File: config.mk
export PLATFORM = sky130hd
export DESIGN_NAME = ram_arbiter_2_flat
export DESIGN_NICKNAME = d
export VERILOG_FILES = /design/src/rtl/ram_arbiter_2_pkg.sv /design/src/rtl/ram_arbiter_2_if.sv /design/src/rtl/regn.sv /design/src/rtl/ram_arbiter_2.sv /design/src/flat_wrapper.sv
export SDC_FILE = /design/constraint.sdc
export NUM_CORES = 1
export LEC_CHECK = 0
export CORE_ASPECT_RATIO = 0.5
export CORE_UTILIZATION = 35
export CTS_CLUSTER_SIZE = 8
export DETAILED_ROUTE_END_ITERATION = 12
export GPL_ROUTABILITY_DRIVEN = 0
export PLACE_DENSITY = 0.76
export SETUP_SLACK_MARGIN = 0.05
export SYNTH_ARGS = -nofsm -noshare
export SYNTH_HDL_FRONTEND = slang
export SYNTH_SLANG_ARGS = --single-unit
File: constraint.sdc
create_clock -name Clock -period 1.4 [get_ports Clock]
set_clock_uncertainty 0.15 [all_clocks]
set_input_delay 0.28 -clock Clock [delete_from_list [all_inputs] [get_ports Clock]]
set_output_delay 0.28 -clock Clock [all_outputs]
set_load 0.01 [all_outputs]
File: src/rtl/ram_arbiter_2_pkg.sv
// Shared definitions for the two-requester RAM arbiter: width defaults,
// FSM state encodings and address-region codes.
package ram_arbiter_2_pkg;

    // Default widths: requester data/address width and RAM address width
    localparam int DW_DEFAULT = 9;
    localparam int AW_DEFAULT = 7;

    // FSM state encodings
    localparam logic [1:0] ST_IDLE   = 2'd0;
    localparam logic [1:0] ST_ACCESS = 2'd1;
    localparam logic [1:0] ST_RESP   = 2'd2;

    // Address region codes, decoded from the top two address bits
    localparam logic [1:0] REGION_RAM      = 2'b00;
    localparam logic [1:0] REGION_LED      = 2'b01;
    localparam logic [1:0] REGION_UNMAPPED = 2'b10;

    // Map the two most significant address bits onto a region code
    function automatic logic [1:0] decode_region(input logic [1:0] top_bits);
        logic [1:0] region;
        case (top_bits)
            2'b00:   region = REGION_RAM;
            2'b01:   region = REGION_LED;
            default: region = REGION_UNMAPPED;
        endcase
        return region;
    endfunction

endpackage

File: src/rtl/ram_arbiter_2_if.sv
// Bus bundle between the two requesters, the single-port RAM and the arbiter.
// The master side is the requesters plus the RAM; the slave side is the arbiter.
interface ram_arbiter_2_if
    import ram_arbiter_2_pkg::*;
#(
    parameter int DW = DW_DEFAULT,
    parameter int AW = AW_DEFAULT
);
    logic          req0;
    logic          req1;
    logic [DW-1:0] addr0;
    logic [DW-1:0] addr1;
    logic [DW-1:0] wdata0;
    logic [DW-1:0] wdata1;
    logic          we0;
    logic          we1;
    logic          gnt0;
    logic          gnt1;
    logic          rvalid0;
    logic          rvalid1;
    logic [DW-1:0] rdata;
    logic [AW-1:0] ram_addr;
    logic [DW-1:0] ram_data;
    logic          ram_wren;
    logic [DW-1:0] ram_q;

    modport master (
        output req0, req1, addr0, addr1, wdata0, wdata1, we0, we1, ram_q,
        input  gnt0, gnt1, rvalid0, rvalid1, rdata, ram_addr, ram_data, ram_wren
    );

    modport slave (
        input  req0, req1, addr0, addr1, wdata0, wdata1, we0, we1, ram_q,
        output gnt0, gnt1, rvalid0, rvalid1, rdata, ram_addr, ram_data, ram_wren
    );

endinterface

File: src/rtl/regn.sv
// Generic W-bit register with synchronous active-low reset and load enable.
module regn #(
    parameter int W = 9
) (
    input  logic         Clock,
    input  logic         Resetn,
    input  logic         en,
    input  logic [W-1:0] d,
    output logic [W-1:0] q
);

    // Clear on reset, otherwise load d whenever en is high
    always_ff @(posedge Clock) begin
        if (!Resetn)
            q <= '0;
        else if (en)
            q <= d;
    end

endmodule

File: src/rtl/ram_arbiter_2.sv
// Round-robin arbiter sharing one single-port RAM and a memory-mapped LED
// register between a processor (requester 0) and a loader (requester 1).
// Each access runs IDLE -> ACCESS -> RESP, so at most one access per 3 cycles.
module ram_arbiter_2
    import ram_arbiter_2_pkg::*;
#(
    parameter int DW = DW_DEFAULT,
    parameter int AW = AW_DEFAULT
) (
    input  logic          Clock,
    input  logic          Resetn,
    ram_arbiter_2_if.slave bus,
    output logic [DW-1:0] LEDs
);

    logic [1:0]    state;
    logic [1:0]    state_next;
    logic          winner;
    logic          last_served;
    logic          pick;
    logic          any_req;
    logic [DW-1:0] addr_q;
    logic [DW-1:0] wdata_q;
    logic          we_q;
    logic [1:0]    region;
    logic          in_access;
    logic          in_resp;
    logic          led_en;

    assign any_req   = bus.req0 || bus.req1;
    assign in_access = (state == ST_ACCESS);
    assign in_resp   = (state == ST_RESP);
    assign region    = decode_region(addr_q[DW-1:DW-2]);

    // Choose the requester to serve: on a tie, the one not served last
    always_comb begin
        pick = 1'b0;
        if (bus.req0 && bus.req1)
            pick = ~last_served;
        else if (bus.req1)
            pick = 1'b1;
    end

    // Next-state logic: any request starts an access, which always ends in RESP
    always_comb begin
        state_next = state;
        case (state)
            ST_IDLE:   if (any_req) state_next = ST_ACCESS;
            ST_ACCESS: state_next = ST_RESP;
            default:   state_next = ST_IDLE;
        endcase
    end

    // State register and capture of the winning request in IDLE
    always_ff @(posedge Clock) begin
        if (!Resetn) begin
            state       <= ST_IDLE;
            last_served <= 1'b1;
            winner      <= 1'b0;
            addr_q      <= '0;
            wdata_q     <= '0;
            we_q        <= 1'b0;
        end else begin
            state <= state_next;
            if (state == ST_IDLE && any_req) begin
                winner      <= pick;
                last_served <= pick;
                addr_q      <= pick ? bus.addr1  : bus.addr0;
                wdata_q     <= pick ? bus.wdata1 : bus.wdata0;
                we_q        <= pick ? bus.we1    : bus.we0;
            end
        end
    end

    // RAM port: address and write data come straight from the latched request
    assign bus.ram_addr = addr_q[AW-1:0];
    assign bus.ram_data = wdata_q;
    assign bus.ram_wren = in_access && we_q && (region == REGION_RAM);

    // Grant and read-valid pulses for the current winner
    assign bus.gnt0    = in_access && !winner;
    assign bus.gnt1    = in_access &&  winner;
    assign bus.rvalid0 = in_resp && !we_q && !winner;
    assign bus.rvalid1 = in_resp && !we_q &&  winner;

    // Read data mux: zero except during a read response
    always_comb begin
        bus.rdata = '0;
        if (in_resp && !we_q) begin
            case (region)
                REGION_RAM: bus.rdata = bus.ram_q;
                REGION_LED: bus.rdata = LEDs;
                default:    bus.rdata = '0;
            endcase
        end
    end

    assign led_en = in_access && we_q && (region == REGION_LED);

    regn #(
        .W (DW)
    ) u_led_reg (
        .Clock  (Clock),
        .Resetn (Resetn),
        .en     (led_en),
        .d      (wdata_q),
        .q      (LEDs)
    );

endmodule

File: src/flat_wrapper.sv
// flat-port wrapper written by rule: the top's interface ports become plain ports
module ram_arbiter_2_flat import ram_arbiter_2_pkg::*;
#(
    parameter int DW = DW_DEFAULT,
    parameter int AW = AW_DEFAULT
)
  (Clock, Resetn, LEDs, bus_req0, bus_req1, bus_addr0, bus_addr1, bus_wdata0, bus_wdata1, bus_we0, bus_we1, bus_ram_q, bus_gnt0, bus_gnt1, bus_rvalid0, bus_rvalid1, bus_rdata, bus_ram_addr, bus_ram_data, bus_ram_wren);
  ram_arbiter_2_if #(.DW(DW), .AW(AW)) bus_i ();
  input  logic Clock;
  input  logic Resetn;
  output logic [DW-1:0] LEDs;
  input wire logic [$bits(bus_i.req0)-1:0] bus_req0;
  input wire logic [$bits(bus_i.req1)-1:0] bus_req1;
  input wire logic [$bits(bus_i.addr0)-1:0] bus_addr0;
  input wire logic [$bits(bus_i.addr1)-1:0] bus_addr1;
  input wire logic [$bits(bus_i.wdata0)-1:0] bus_wdata0;
  input wire logic [$bits(bus_i.wdata1)-1:0] bus_wdata1;
  input wire logic [$bits(bus_i.we0)-1:0] bus_we0;
  input wire logic [$bits(bus_i.we1)-1:0] bus_we1;
  input wire logic [$bits(bus_i.ram_q)-1:0] bus_ram_q;
  output wire logic [$bits(bus_i.gnt0)-1:0] bus_gnt0;
  output wire logic [$bits(bus_i.gnt1)-1:0] bus_gnt1;
  output wire logic [$bits(bus_i.rvalid0)-1:0] bus_rvalid0;
  output wire logic [$bits(bus_i.rvalid1)-1:0] bus_rvalid1;
  output wire logic [$bits(bus_i.rdata)-1:0] bus_rdata;
  output wire logic [$bits(bus_i.ram_addr)-1:0] bus_ram_addr;
  output wire logic [$bits(bus_i.ram_data)-1:0] bus_ram_data;
  output wire logic [$bits(bus_i.ram_wren)-1:0] bus_ram_wren;
  assign bus_i.req0 = bus_req0;
  assign bus_i.req1 = bus_req1;
  assign bus_i.addr0 = bus_addr0;
  assign bus_i.addr1 = bus_addr1;
  assign bus_i.wdata0 = bus_wdata0;
  assign bus_i.wdata1 = bus_wdata1;
  assign bus_i.we0 = bus_we0;
  assign bus_i.we1 = bus_we1;
  assign bus_i.ram_q = bus_ram_q;
  assign bus_gnt0 = bus_i.gnt0;
  assign bus_gnt1 = bus_i.gnt1;
  assign bus_rvalid0 = bus_i.rvalid0;
  assign bus_rvalid1 = bus_i.rvalid1;
  assign bus_rdata = bus_i.rdata;
  assign bus_ram_addr = bus_i.ram_addr;
  assign bus_ram_data = bus_i.ram_data;
  assign bus_ram_wren = bus_i.ram_wren;
  ram_arbiter_2 #(.DW(DW), .AW(AW)) u_core (.Clock(Clock), .Resetn(Resetn), .bus(bus_i), .LEDs(LEDs));
endmodule
==> results.json <==
{
  "grt_max_degree": 23,
  "post_drt_wl_per_cell_microns": 15.5,
  "synth_seq_cells": 32,
  "start_kind": "flop",
  "worstMarginPinSlew_ns": 0.257,
  "syn_area_per_cell_sq_um": 8.54,
  "antenna_found_initial": 0,
  "detailed_place_hpwl_microns": 3890,
  "synth_seq_area_share": 0.379,
  "synth_edf_count": 0,
  "status": "finished with violations",
  "critPathSlowestCell": "dfxtp_4",
  "std_cell_rows": 17,
  "ys_dominant_reg_cell": "dfxtp_1",
  "grt_pass1_wl_microns": 8030,
  "synthAdderAreaFrac": 0,
  "worst-r2r-setup-slack_ns": -0.21,
  "path_clk_slew_ns": 0.06,
  "rsz0062_at_grt": "true",
  "drt_iter0_drc": 100,
  "boundaryPins": 90,
  "syn-num-nets": 249,
  "async_reset_ff_frac": 0,
  "p_leak_nw": 1.33,
  "grt_pass1_vias": 1760,
  "fin_crit_sh": 1.27,
  "hold_viol": 0,
  "slew_headroom": 0.824,
  "worstPathRequired_ns": 0.97,
  "synth_compound_area_frac": 0.223,
  "postCtsHoldBufs": 0,
  "h-tree-depth": 2,
  "dr.pass1.iters": 5,
  "yosys_warnings": 0,
  "synth_top_family_by_area": "compound AO/OA/AOI/OAI gates",
  "path_cells": "nor3b_4, nand2b_1, buf_6, nor2_2, buf_2",
  "area_delta_synth_final_pct": 87.5,
  "initial_core_util": 0.375,
  "route.detailed.drc": 0,
  "hold_path_depth": 3,
  "worst-setup-path-type": "reg -> out",
  "nNetsFinal": 376,
  "fmaxAchievable_mhz": 562,
  "hp-class": "in -> reg",
  "slew_violations": 0,
  "drt_wl_total_microns": 6040,
  "cp_max_fo": 5,
  "crit_arrival_ns": 1.35,
  "peakVddDrop_mv": 0.606,
  "rr_worst_depth": 8,
  "track_usage": 0.203,
  "die_area_sq_mm": 0.00513,
  "crit_path_max_incr_delay_ns": 0.36,
  "tritoncts": "yes",
  "cts_buffer_depth": 2,
  "synthSimpleGateAreaFrac": 0.209,
  "ys_types": 27,
  "p_per_area_mw_per_mm2": 844,
  "netlist_instances": 198,
  "num_vias": 1984,
  "fin_hold_ws_ns": 0.246,
  "antenna_left": 0,
  "syn-cell-area_sq_mm": 0.00169,
  "num_antenna_cells": 0,
  "drive_gt1_frac": 0.449,
  "cts.sinks": 32,
  "synth_xor_area_frac": 0,
  "muxShareOfSynthArea": 0.107,
  "die_x_microns": 100,
  "layout_min_cycle_time_ns": 1.78,
  "worstSkewPairLatency_ns": 0.29,
  "vias_per_cell": 5.07,
  "fin_ws_ns": -0.378,
  "end_kind": "primary output",
  "mostFrequentLayoutCells": "nand2_1, clkdlybuf4s50_1, buf_4",
  "numCtsBuffers": 5,
  "setup_viol_count_final": 36,
  "cts-root-buf": "clkbuf_8",
  "core_area_sq_mm": 0.00451,
  "drv_cap": 0,
  "die_h_microns": 51.2,
  "failed_checks": "negative setup slack",
  "grt_overflow": 0,
  "portBuffers": 89,
  "p_total_mw": 2.68,
  "final_common_cell": "nand2_1",
  "place_ws_ns": -0.565
}
==> synthesized netlist by cell type (all sizes together) (2+ instances only) <==
cell,n,area [sq um]
dfxtp,32,641
mux2i,18,180
and3,2,12.5
clkbuf,6,22.5
nand2,56,210
buf,16,113
a311oi,19,229
nor2,10,37.5
nor2b,3,18.8
and2,4,27.5
a21oi,20,100
a21boi,2,26.3
==> worst max-delay path: cells and delay by family (launching register included) <==
family,cells,cell delay (ns)
buffers and inverters,2,0.29
DFF,1,0.36
and+or+nand+nor,3,0.41
==> sequential cells by signal, summed over array words and instances, names as in the netlist <==
name	cells
u_core.state	2
u_core.last_served	1
u_core.u_led_reg.q	9
u_core.addr_q	9
u_core.winner	1
u_core.we_q	1
u_core.bus.ram_data	9
==> kinds of logic (layout without fill, tap and decap cells) <==
| kind of cell | Yosys count | after routing |
|---|---|---|
| simple gates | 81 | 84 |
| compound gates | 44 | 44 |
| flops | 32 | 32 |
| buf+inv | 23 | 147 |
| mux | 18 | 18 |
==> repair_timing <==
item / in CTS / in global routing
buffers inserted: 1 / 6
endpoints found under the setup margin: 70 / 56
gates cloned: 1 / 5
resized for setup: 132 / 68
endpoints found under the hold margin: 0 / 0
pin swaps: 13 / 19
==> layer usage <==
| layer | vias up | part of all wire | global-route usage |
|---|---|---|---|
| met2 | 63 | 0.50 | 0.361 |
| met4 | 0 | 0.0078 | 0.0483 |
| li1 | 948 | - | - |
| met3 | 8 | 0.050 | 0.0534 |
| met1 | 965 | 0.44 | 0.247 |
| met5 | - | 0 | 0 |
==> area by class of cell <==
class                      count  area, sq um
fill                         343         1340
sequential                    32          658
clock inverter                 1         5.00
clock buffer                   6         72.6
tap                           66         82.6
inverter                       1         3.75
multi-input combinational    146         1120
timing repair buffer         139         1230
==> through the flow <==
step	instances	TNS, ns	utilization	instance area [sq um]
6_report	391	-7.97	0.703	3170
5_1_grt	391	-9.79	0.703	3170
4_1_cts	380	-7.50	0.645	2910
3_5_place_dp	371	-15.07	0.641	2890
3_3_place_gp	371	-13.87	0.641	2890
2_1_floorplan	198	0	-	1750
==> power breakdown <==
part	switching [mW]	internal [mW]	leakage [nW]	total, mW
clock network	0.334	0.337	0.0410	0.671
logic	0.426	0.528	1.02	0.954
registers	0.0632	0.989	0.268	1.05
==> final timing paths <==
check | start | endpoint
worst max-delay path | u_core.we_q | bus_rdata[3]
worst min-delay path | bus_req1 | u_core.last_served
worst max register to register | u_core.state[1] | u_core.addr_q[1]
worst min register to register | u_core.addr_q[0] | u_core.addr_q[0]
(Power assumes the default switching activity.)
